`src/rtl/seg7_pkg.sv`:
```
// Shared widths and seven-segment patterns for the BCD display path.
// Patterns are active-low with segment A in bit 0 through segment G in bit 6.
package seg7_pkg;

   localparam int BCD_W = 4;
   localparam int SEG_W = 7;

   localparam logic [SEG_W-1:0] SEG_DIGIT [0:9] = '{
      7'h40, 7'h79, 7'h24, 7'h30, 7'h19,
      7'h12, 7'h02, 7'h78, 7'h00, 7'h10
   };

   localparam logic [SEG_W-1:0] SEG_BLANK = 7'h7F;

   // Codes 10-15 never occur in a healthy counter; they show as a dark digit.
   function automatic logic [SEG_W-1:0] seg_decode(input logic [BCD_W-1:0] bcd);
      logic [SEG_W-1:0] seg;
      seg = SEG_BLANK;
      case (bcd)
         4'd0:    seg = SEG_DIGIT[0];
         4'd1:    seg = SEG_DIGIT[1];
         4'd2:    seg = SEG_DIGIT[2];
         4'd3:    seg = SEG_DIGIT[3];
         4'd4:    seg = SEG_DIGIT[4];
         4'd5:    seg = SEG_DIGIT[5];
         4'd6:    seg = SEG_DIGIT[6];
         4'd7:    seg = SEG_DIGIT[7];
         4'd8:    seg = SEG_DIGIT[8];
         4'd9:    seg = SEG_DIGIT[9];
         default: seg = SEG_BLANK;
      endcase
      return seg;
   endfunction

endpackage

```
`src/rtl/bcd_digit_cell.sv`:
```
// One registered BCD digit of the up/down counter.
// cin marks that every lower digit is rolling over, so this digit must move too;
// cout tells the next digit up the same thing. freeze holds the digit when the
// whole counter sits at a limit in saturate mode.
module bcd_digit_cell
   import seg7_pkg::*;
(
   input  logic             clk,
   input  logic             rst,
   input  logic             clear,
   input  logic             step_up,
   input  logic             step_dn,
   input  logic             cin,
   input  logic             freeze,
   output logic [BCD_W-1:0] digit,
   output logic             cout
);

   assign cout = cin & ((step_up & (digit == 4'd9)) | (step_dn & (digit == 4'd0)));

   // Digit register: clear wins, otherwise move one step when the ripple reaches us.
   always_ff @(posedge clk or posedge rst) begin
      if (rst) begin
         digit <= '0;
      end else if (clear) begin
         digit <= '0;
      end else if (cin && !freeze) begin
         if (step_up) begin
            digit <= (digit == 4'd9) ? 4'd0 : digit + 4'd1;
         end else if (step_dn) begin
            digit <= (digit == 4'd0) ? 4'd9 : digit - 4'd1;
         end
      end
   end

endmodule

```
`src/rtl/bcd_updown_7seg.sv`:
```
// N-digit BCD up/down counter with auto-repeat, wrap/saturate limits and
// registered active-low seven-segment outputs.
module bcd_updown_7seg
   import seg7_pkg::*;
#(
   parameter int NUM_DIGITS    = 2,
   parameter int REPEAT_DELAY  = 12_500_000,
   parameter int REPEAT_PERIOD = 2_500_000
)(
   input  logic                        i_Clk,
   input  logic                        i_Rst,
   input  logic                        i_Up,
   input  logic                        i_Down,
   input  logic                        i_Clear,
   input  logic                        i_Sat_Mode,
   output logic [BCD_W*NUM_DIGITS-1:0] o_Count,
   output logic [SEG_W*NUM_DIGITS-1:0] o_Segments,
   output logic                        o_Limit
);

   localparam int MAX_RP = (REPEAT_DELAY > REPEAT_PERIOD) ? REPEAT_DELAY : REPEAT_PERIOD;
   localparam int HOLD_W = $clog2(MAX_RP) + 1;
   localparam logic [HOLD_W-1:0] DELAY_CNT  = HOLD_W'(REPEAT_DELAY);
   localparam logic [HOLD_W-1:0] PERIOD_CNT = HOLD_W'(REPEAT_PERIOD);
   localparam logic RPT_EN = (REPEAT_DELAY != 0);

   logic              up_prev;
   logic              down_prev;
   logic              armed;
   logic              repeat_phase;
   logic [HOLD_W-1:0] hold_cnt;
   logic [HOLD_W-1:0] hold_target;
   logic              up_edge;
   logic              down_edge;
   logic              one_held;
   logic              rpt_tick;
   logic              up_req;
   logic              down_req;
   logic              up_do;
   logic              down_do;
   logic              boundary;
   logic              freeze;
   logic [NUM_DIGITS:0] carry;
   logic [BCD_W-1:0]  digit_q [NUM_DIGITS];
   logic [SEG_W-1:0]  seg_q   [NUM_DIGITS];

   assign carry[0] = 1'b1;

   // Step requests, priority resolution and limit detection from the carry chain.
   always_comb begin
      up_edge     = i_Up & ~up_prev;
      down_edge   = i_Down & ~down_prev;
      one_held    = i_Up ^ i_Down;
      hold_target = repeat_phase ? PERIOD_CNT : DELAY_CNT;
      rpt_tick    = RPT_EN & armed & one_held & ~(up_edge | down_edge)
                    & (hold_cnt == hold_target);
      up_req      = up_edge | (rpt_tick & i_Up);
      down_req    = down_edge | (rpt_tick & i_Down);
      up_do       = up_req & ~down_req & ~i_Clear;
      down_do     = down_req & ~up_req & ~i_Clear;
      boundary    = carry[NUM_DIGITS];
      freeze      = i_Sat_Mode & boundary;
   end

   // Previous button levels; reset high so a button held through reset is not a press.
   always_ff @(posedge i_Clk or posedge i_Rst) begin
      if (i_Rst) begin
         up_prev   <= 1'b1;
         down_prev <= 1'b1;
      end else begin
         up_prev   <= i_Up;
         down_prev <= i_Down;
      end
   end

   // Hold timer: armed only by a real press, counts to the delay, then to the period.
   always_ff @(posedge i_Clk or posedge i_Rst) begin
      if (i_Rst) begin
         hold_cnt     <= '0;
         repeat_phase <= 1'b0;
         armed        <= 1'b0;
      end else if (i_Clear || !one_held) begin
         hold_cnt     <= '0;
         repeat_phase <= 1'b0;
         armed        <= 1'b0;
      end else if (up_edge || down_edge) begin
         hold_cnt     <= HOLD_W'(1);
         repeat_phase <= 1'b0;
         armed        <= 1'b1;
      end else if (armed && RPT_EN) begin
         if (rpt_tick) begin
            hold_cnt     <= HOLD_W'(1);
            repeat_phase <= 1'b1;
         end else begin
            hold_cnt <= hold_cnt + HOLD_W'(1);
         end
      end
   end

   // Limit pulse: a step that ripples out of the top digit hit a boundary.
   always_ff @(posedge i_Clk or posedge i_Rst) begin
      if (i_Rst) begin
         o_Limit <= 1'b0;
      end else begin
         o_Limit <= boundary;
      end
   end

   // Registered decoders, one cycle behind the count.
   always_ff @(posedge i_Clk or posedge i_Rst) begin
      if (i_Rst) begin
         for (int k = 0; k < NUM_DIGITS; k++) begin
            seg_q[k] <= SEG_DIGIT[0];
         end
      end else begin
         for (int k = 0; k < NUM_DIGITS; k++) begin
            seg_q[k] <= seg_decode(digit_q[k]);
         end
      end
   end

   for (genvar k = 0; k < NUM_DIGITS; k++) begin : g_digit
      bcd_digit_cell u_cell (
         .clk     (i_Clk),
         .rst     (i_Rst),
         .clear   (i_Clear),
         .step_up (up_do),
         .step_dn (down_do),
         .cin     (carry[k]),
         .freeze  (freeze),
         .digit   (digit_q[k]),
         .cout    (carry[k+1])
      );
      assign o_Count[BCD_W*k +: BCD_W]    = digit_q[k];
      assign o_Segments[SEG_W*k +: SEG_W] = seg_q[k];
   end

endmodule

```
`config.mk`:
```
export PLATFORM = sky130hd
export DESIGN_NAME = bcd_updown_7seg
export DESIGN_NICKNAME = d
export VERILOG_FILES = /design/src/rtl/seg7_pkg.sv /design/src/rtl/bcd_digit_cell.sv /design/src/rtl/bcd_updown_7seg.sv
export SDC_FILE = /design/constraint.sdc
export NUM_CORES = 1
export LEC_CHECK = 0
export ABC_AREA = 1
export BUFFER_PORTS_ARGS = -buffer_cell sky130_fd_sc_hd__buf_2
export CAP_MARGIN = 5
export CORE_UTILIZATION = 50
export DETAILED_ROUTE_END_ITERATION = 6
export GPL_TIMING_DRIVEN = 0
export PLACE_DENSITY = 0.69
export SLEW_MARGIN = 25
export SYNTH_ARGS = -nofsm -noshare
export SYNTH_HDL_FRONTEND = slang
export SYNTH_HIERARCHICAL = 1
export SYNTH_SLANG_ARGS = --single-unit
```
`constraint.sdc`:
```
create_clock -name i_Clk -period 3.8 [get_ports i_Clk]
set_input_delay 0.19 -clock i_Clk [delete_from_list [all_inputs] [get_ports i_Clk]]
set_output_delay 0.19 -clock i_Clk [all_outputs]
set_load 0.05 [all_outputs]
```
; ---- Yosys cells after proc, flatten, opt, wreduce, memory -nomap -nowiden
; Memory sizes are Yosys's and may differ from the RTL's. A register that Yosys moved wholly into a read port is not among the register bits.
; Index checks and enable logic that the tools add are counted.
[op_classes]
n_lt_le_gt_ge = 0
bitwise = 29
n_shift = 0
n_mul = 0
div_mod_pow = 0
addsub = 5
n_reduce_logical = 15
n_eq_ne = 4
muxes = 23
[op_table]
columns = op, n
row1 = 2-to-1 mux 25 bit, 4
row2 = 2-to-1 mux 4 bit, 12
row3 = "adder 25 x 1 -> 25 bit, second input constant", 1
row4 = == test 25 x 24 -> 1 bit, 1
row5 = 2-to-1 mux 24 bit, 1
row6 = bitwise AND 1 bit, 17
row7 = nonzero test 3 bit, 3
row8 = "adder 4 x 1 -> 4 bit, second input constant", 2
row9 = "== test 4 bit, second input constant", 2
row10 = zero test 4 bit, 2
row11 = "subtractor 4 x 1 -> 4 bit, second input constant", 2
row12 = 2-to-1 mux 1 bit, 6
row13 = inverter 1 bit, 6
row14 = AND reduction 2 bit, 3
row15 = OR 1 bit, 5
row16 = nonzero test 2 bit, 2
row17 = zero test 1 bit, 2
row18 = logical OR 1 bit, 2
row19 = "inequality test 2 bit, second input constant", 1
row20 = logical AND 1 bit, 1
row21 = XOR 1 bit, 1
[totals]
n_memories = 2
output_inout_bits = 23
wordCells = 86
mem_bits_ro = 224
reg_bits = 38
latch_bits = 0
ramBits = 0
[mem_list]
columns = memory, words, width, rd, rd_clocked_by_memory_dff, wr, line
row1 = (name not given), 16, 7, 1, 1, 0, seg7_pkg.sv:19  ; case (bcd)
row2 = (name not given), 16, 7, 1, 1, 0, seg7_pkg.sv:19

; ---- Logic depth before layout (Yosys ltp)
[depth]
ltp_word = 19
depth_mapped = 23
ltp_nobuf = 23

; ---- Cells and area by module
; Netlist, hierarchy kept.
[modules_own_cells]
columns = mod, area_per_inst_um2, cells_each, instances, seq_area_each_um2
row1 = bcd_updown_7seg, 2590.0, 336, 1, 1106.1
row2 = bcd_digit_cell, 412.9, 67, 2, 100.1

; ---- Worst setup path after synthesis
; OpenSTA, ideal clock, no wires.
[synth_timing]
path_kind = register to register
from = reg up_prev
to = reg g_digit[1].u_cell.digit[0]
path_slack_ns = 0.882
period_less_slack_ns = 2.918
setup_ns = 0.121
path_stages_with_launch = 23
path_buffers = 0
arrival_time_ns = 2.797
cell_sequence = dfstp_2 -> inv_1 -> nand2_1 -> nand2_1 -> nor2_1 -> nand2_1 -> nor2_1 -> nand2_2 -> nand2_1 -> nand3_1 -> nor2_1 -> nand4_1 -> a21boi_0 -> a21boi_0 -> nand2_1 -> inv_1 -> inv_1 -> nand2_1 -> inv_1 -> nand3_1 -> nor2_2 -> o21ai_1 -> nand2_1
[synth_via]
elab_chain_cells = 19
elab_cells_between_ends = 32
cone_classes = mux (3) / bitwise (24) / reduce/logical (5)
[synth_lines]
columns = element, line
row1 = from (decl), bcd_updown_7seg.sv:27  ; logic up_prev;
row2 = from (signal assigned), bcd_updown_7seg.sv:71  ; up_prev <= i_Up;
row3 = inverter 1 bit *, bcd_updown_7seg.sv:51  ; up_edge = i_Up & ~up_prev;
row4 = bitwise AND 1 bit *, bcd_updown_7seg.sv:51
row5 = OR 1 bit, bcd_updown_7seg.sv:55  ; rpt_tick = RPT_EN & armed & one_held & ~(up_edge | down_edge)
row6 = inverter 1 bit, bcd_updown_7seg.sv:55
row7 = bitwise AND 1 bit, bcd_updown_7seg.sv:55
row8 = bitwise AND 1 bit, bcd_updown_7seg.sv:56  ; & (hold_cnt == hold_target);
row9 = bitwise AND 1 bit, bcd_updown_7seg.sv:58  ; down_req = down_edge | (rpt_tick & i_Down);
row10 = OR 1 bit, bcd_updown_7seg.sv:58
row11 = (+3 left out), n/a
row12 = net up_do, bcd_updown_7seg.sv:39  ; logic up_do;
row13 = (+2 left out), n/a
row14 = net carry[1], bcd_updown_7seg.sv:43  ; logic [NUM_DIGITS:0] carry;
row15 = bitwise AND 1 bit *, bcd_digit_cell.sv:19  ; assign cout = cin & ((step_up & (digit == 4'd9)) | (step_dn & (digit == 4'd0)));
row16 = net boundary, bcd_updown_7seg.sv:41  ; logic boundary;
row17 = bitwise AND 1 bit *, bcd_updown_7seg.sv:62  ; freeze = i_Sat_Mode & boundary;
row18 = net freeze, bcd_updown_7seg.sv:42  ; logic freeze;
row19 = zero test 1 bit *, bcd_digit_cell.sv:27  ; end else if (cin && !freeze) begin
row20 = logical AND 1 bit *, bcd_digit_cell.sv:27
row21 = nonzero test 2 bit (no line) *, n/a
row22 = AND reduction 2 bit (no line) *, n/a
row23 = to (signal assigned), bcd_digit_cell.sv:29  ; digit <= (digit == 4'd9) ? 4'd0 : digit + 4'd1;
row24 = to (signal assigned), bcd_digit_cell.sv:31  ; digit <= (digit == 4'd0) ? 4'd9 : digit - 4'd1;
row25 = to (decl), bcd_digit_cell.sv:15  ; output logic [BCD_W-1:0] digit,
; Mark *: on every way through the listed nets, which the timed path passes. The rest lies on a longest branch. The select of a mux whose other input is x is not followed.
; A chain may end at the register's enable or synchronous reset.

; ---- Worst setup path after layout
[layout_timing]
from = reg down_prev
to = reg g_digit[1].u_cell.digit[0]
[layout_via]
elab_chain_cells = 19
elab_cells_between_ends = 32
cone_classes = mux (3) / bitwise (24) / reduce/logical (5)
[layout_lines]
columns = element, line
row1 = from (decl), bcd_updown_7seg.sv:28  ; logic down_prev;
row2 = from (signal assigned), bcd_updown_7seg.sv:72  ; down_prev <= i_Down;
row3 = inverter 1 bit *, bcd_updown_7seg.sv:52  ; down_edge = i_Down & ~down_prev;
row4 = bitwise AND 1 bit *, bcd_updown_7seg.sv:52
row5 = OR 1 bit, bcd_updown_7seg.sv:55
row6 = inverter 1 bit, bcd_updown_7seg.sv:55
row7 = bitwise AND 1 bit, bcd_updown_7seg.sv:55
row8 = bitwise AND 1 bit, bcd_updown_7seg.sv:56
row9 = bitwise AND 1 bit, bcd_updown_7seg.sv:58
row10 = OR 1 bit, bcd_updown_7seg.sv:58
row11 = (+3 left out), n/a
row12 = net up_do, bcd_updown_7seg.sv:39
row13 = (+2 left out), n/a
row14 = net carry[1], bcd_updown_7seg.sv:43
row15 = bitwise AND 1 bit *, bcd_digit_cell.sv:19
row16 = net boundary, bcd_updown_7seg.sv:41
row17 = bitwise AND 1 bit *, bcd_updown_7seg.sv:62
row18 = net freeze, bcd_updown_7seg.sv:42
row19 = zero test 1 bit *, bcd_digit_cell.sv:27
row20 = logical AND 1 bit *, bcd_digit_cell.sv:27
row21 = nonzero test 2 bit (no line) *, n/a
row22 = AND reduction 2 bit (no line) *, n/a
; Marked as above.

==> results.json <==
{
  "outcome": "completed",
  "numClockSinks": 52,
  "peakVddDrop_mv": 0.134,
  "start_util_pct": 52.9,
  "finalSetupViolations": 0,
  "hold_path_startpoint": "i_Down",
  "antenna-diode-count": 0,
  "synth-seq-area-share_pct": 38.2,
  "timing.hold.worst.class": "in -> reg",
  "first_global_vias": 2820,
  "syn_avg_cell_area_um2": 7.27,
  "die_span_y_um": 84.7,
  "die_width_um": 84.7,
  "synthesis.area_um2": 3420,
  "post_route_cells_drive_above_1_share_pct": 16.1,
  "initial_antenna_violation_count": 0,
  "placementRows": 29,
  "synth_most_common_cell": "nand2_1",
  "largest_net_degree_at_the_start_of_global_routing": 24,
  "crit_path_max_fanout": 12,
  "routed_via_density": 5.01,
  "critPathRequiredTime_ns": 4.05,
  "timing.critical_path.max_delay_family": "simple AND/OR/NAND/NOR gates",
  "synth_commonest_cells": "nand2_1, nor2_1, inv_1",
  "synth_cells": 470,
  "total_overflow_reported_by_the_global_router": 0,
  "drt_drc_violations_left": 0,
  "synth_top_cells_by_area": "dfrtp_1, nand2_1, nor2_1",
  "fin_total_pwr_uw": 1120,
  "wl_per_cell_um": 11.7,
  "synth_enable_flop_cells": 0,
  "static-leakage-power_uw": 0.00191,
  "clock_tree.htree_level_count": 2,
  "drt-initial-drc-count": 167,
  "dr_total_vias": 2936,
  "postRouteAntennaNets": 0,
  "io_pins": 29,
  "finalHoldViolations": 0,
  "powerDensity_nw_per_um2": 295,
  "tritoncts": "built",
  "totalWireLength_mm": 6.84,
  "max_cap_viol_count": 0,
  "yosysUniqueCellTypes": 34,
  "cp.arrival_ns": 3.58,
  "worst_slew_margin_rel_pct": 63.2,
  "crit_type": "reg -> reg",
  "post_detailed_placement_half_perimeter_wirelength_mm": 5.23,
  "postPlaceCellArea_um2": 3680,
  "grt_pass1_wl_mm": 12.2,
  "clk-insertion-delay-late_ns": 0.31,
  "timing.critical_path.cells": "inv_1, nand2_1, nand2_1, nor2_1, nand2_1, nor2_1, nand2_2, nand2_1, nand3_1, nor2_2, nand4_1, a21boi_0, a21boi_0, nand2_1, inv_1, inv_1, nand2_1, nor2_4, nor2_1, nand2_1, nand2_1",
  "setup_ws_ns": 0.469,
  "crit_path_end_kind": "flop",
  "clk_pin_slew_worst_paths_ns": 0.09,
  "synth_largest_area_cell": "dfrtp_1",
  "worst_setup_path_start_kind": "flop",
  "critical-path-top-cell-by-count": "nand2_1",
  "worstSetupStartpoint": "down_prev$_DFF_PP1_",
  "cts-buffers-inserted": 5,
  "max_stage_delay_ns": 0.54,
  "port-buffer-count": 28,
  "weighted_congestion_reported_at_the_end_of_routability_driven_placement": 0.832,
  "clock_tree.buffer_depth": 2,
  "post_synthesis_register_bit_count": 52,
  "rr_startpoint": "down_prev$_DFF_PP1_",
  "fillerInstances": 610,
  "max_clock_freq_ghz": 0.300,
  "cts_setup_buffers": 0,
  "pre_cts_setup_slack_ns": 0.242,
  "dr.pass1.iters": 4,
  "grt_setup_unrepaired": "no",
  "crit_path_top_delay_cell": "dfstp_2",
  "synthToLayoutAreaGrowth_pct": 11.8,
  "die_area_um2": 7170,
  "finalMaxSlewViolations": 0,
  "finalCriticalPeriod_ns": 3.33,
  "critical_path.n_buffers_inverters": 3,
  "crit_share_post_route_pct": 87.7,
  "synth_flop_type": "dfrtp_1",
  "synthDominantCellAreaShare_pct": 35.2,
  "yosysWarningCount": 6,
  "fp.coreArea_um2": 6460,
  "setup_total_negative_slack_ns": 0,
  "postSynth.asyncResetShare_pct": 100,
  "finClkSkew_ns": 0.00820,
  "final_cell_area_um2": 3820,
  "global_router_s_overall_resource_usage_pct": 21.0,
  "final_net_count": 534,
  "cts_root_buffer": "clkbuf_8",
  "worst-slew-pin-transition_ns": 0.552
}
[layout by cell type (no fill, tap or decap), types with 2 or more instances in the layout]
cell	Yosys	final
nor2_1	71	70
nand3_2	3	3
conb_1	1	2
ha_1	20	20
buf_6	2	2
nand3_1	33	33
nor2_2	6	7
xnor2_1	3	3
a21oi_1	9	9
nand4_1	11	11
clkbuf_8	0	6
xor2_1	6	6
nand2_1	117	117
dfstp_2	4	4
nand2_2	7	7
dfrtp_1	48	48
o21ai_1	2	2
o21ai_0	20	20
a21boi_0	3	3
inv_2	4	5
inv_1	68	67
nor2_4	6	6
buf_2	2	30
nor3b_2	3	3
nor3_1	10	10
a21oi_2	2	2
[flip-flops by register name, summed over array words and instances, names as in the netlist]
| name | cells |
|---|---|
| armed | 1 |
| g_digit.u_cell/digit | 8 |
| repeat_phase | 1 |
| o_Limit | 1 |
| up_prev | 1 |
| o_Segments | 14 |
| down_prev | 1 |
| hold_cnt | 25 |
[layer usage]
layer / GRT usage, % / share of wire [%]
met1: 26.9 / 49
met2: 37.2 / 47
met3: 2.56 / 2.0
met4: 6.47 / 1.6
met5: 0 / 0
[worst register-to-register path: cells and delay by family (launching register included)]
family,cells,cell delay (ns)
AOI/OAI and AO/OA,2,0.57
buffers and inverters,3,0.16
DFF,1,0.54
and+or+nand+nor,16,2.02
[metrics by stage]
stage / util, % / instances / hold slack [ns]
after floorplan: - / 471 / -0.0439
final: 59.1 / 586 / 0.0185
after CTS: 59.1 / 586 / 0.0131
after detailed placement: 57.0 / 577 / 0.113
after global routing: 59.1 / 586 / 0.00254
after global placement: 56.6 / 576 / 0.108
[power by group]
part           leakage (uW)  total [uW]  internal (uW)  switching [uW]
clock network     0.0000614         400            215             185
registers          0.000708         578            567            11.0
logic               0.00114         146           39.5             106
[cells by family (layout without fill, tap and decap cells)]
| kind of cell | after synthesis | count (layout) | synth area share (%) |
|---|---|---|---|
| buf+inv | 77 | 115 | 8.97 |
| flops | 52 | 52 | 38.2 |
| simple gates | 270 | 270 | 36.1 |
| fa+ha+maj | 20 | 20 | 7.33 |
| other cells | 1 | 2 | 0.110 |
| compound gates | 41 | 41 | 6.92 |
| xor+xnor | 9 | 9 | 2.31 |
[layout make-up]
type / instances / area [um2] / area share (%)
Multi-Input combinational cell: 342 / 1810 / 47.4
Sequential cell: 52 / 1310 / 34.2
Clock buffer: 6 / 82.6 / 2.16
Buffer: 5 / 36.3 / 0.951
Clock inverter: 2 / 38.8 / 1.02
Timing Repair Buffer: 30 / 178 / 4.65
Tap cell: 77 / 96.3 / 2.52
Inverter: 72 / 270 / 7.08
[final timing paths]
path	endpoint	slack [ns]	cells after the start
worst max-delay path	g_digit[1].u_cell/digit[0]$_DFFE_PP0P_	0.47	21
worst min-delay path	down_prev$_DFF_PP1_	0.02	1
worst max register to register	g_digit[1].u_cell/digit[0]$_DFFE_PP0P_	0.47	21
worst min register to register	hold_cnt[22]$_DFFE_PP0P_	0.56	2
max in group asynchronous	o_Segments[6]$_DFF_PP1_	2.75	4
min in group asynchronous	g_digit[0].u_cell/digit[2]$_DFFE_PP0P_	0.33	3
[what timing repair did]
| action | in CTS | in global routing |
|---|---|---|
| resized for setup | 0 | 1 |
| hold buffers | 1 | 0 |
| setup endpoints to repair | 0 | 8 |
| endpoints found under the hold margin | 29 | 0 |
(Power assumes the default switching activity.)
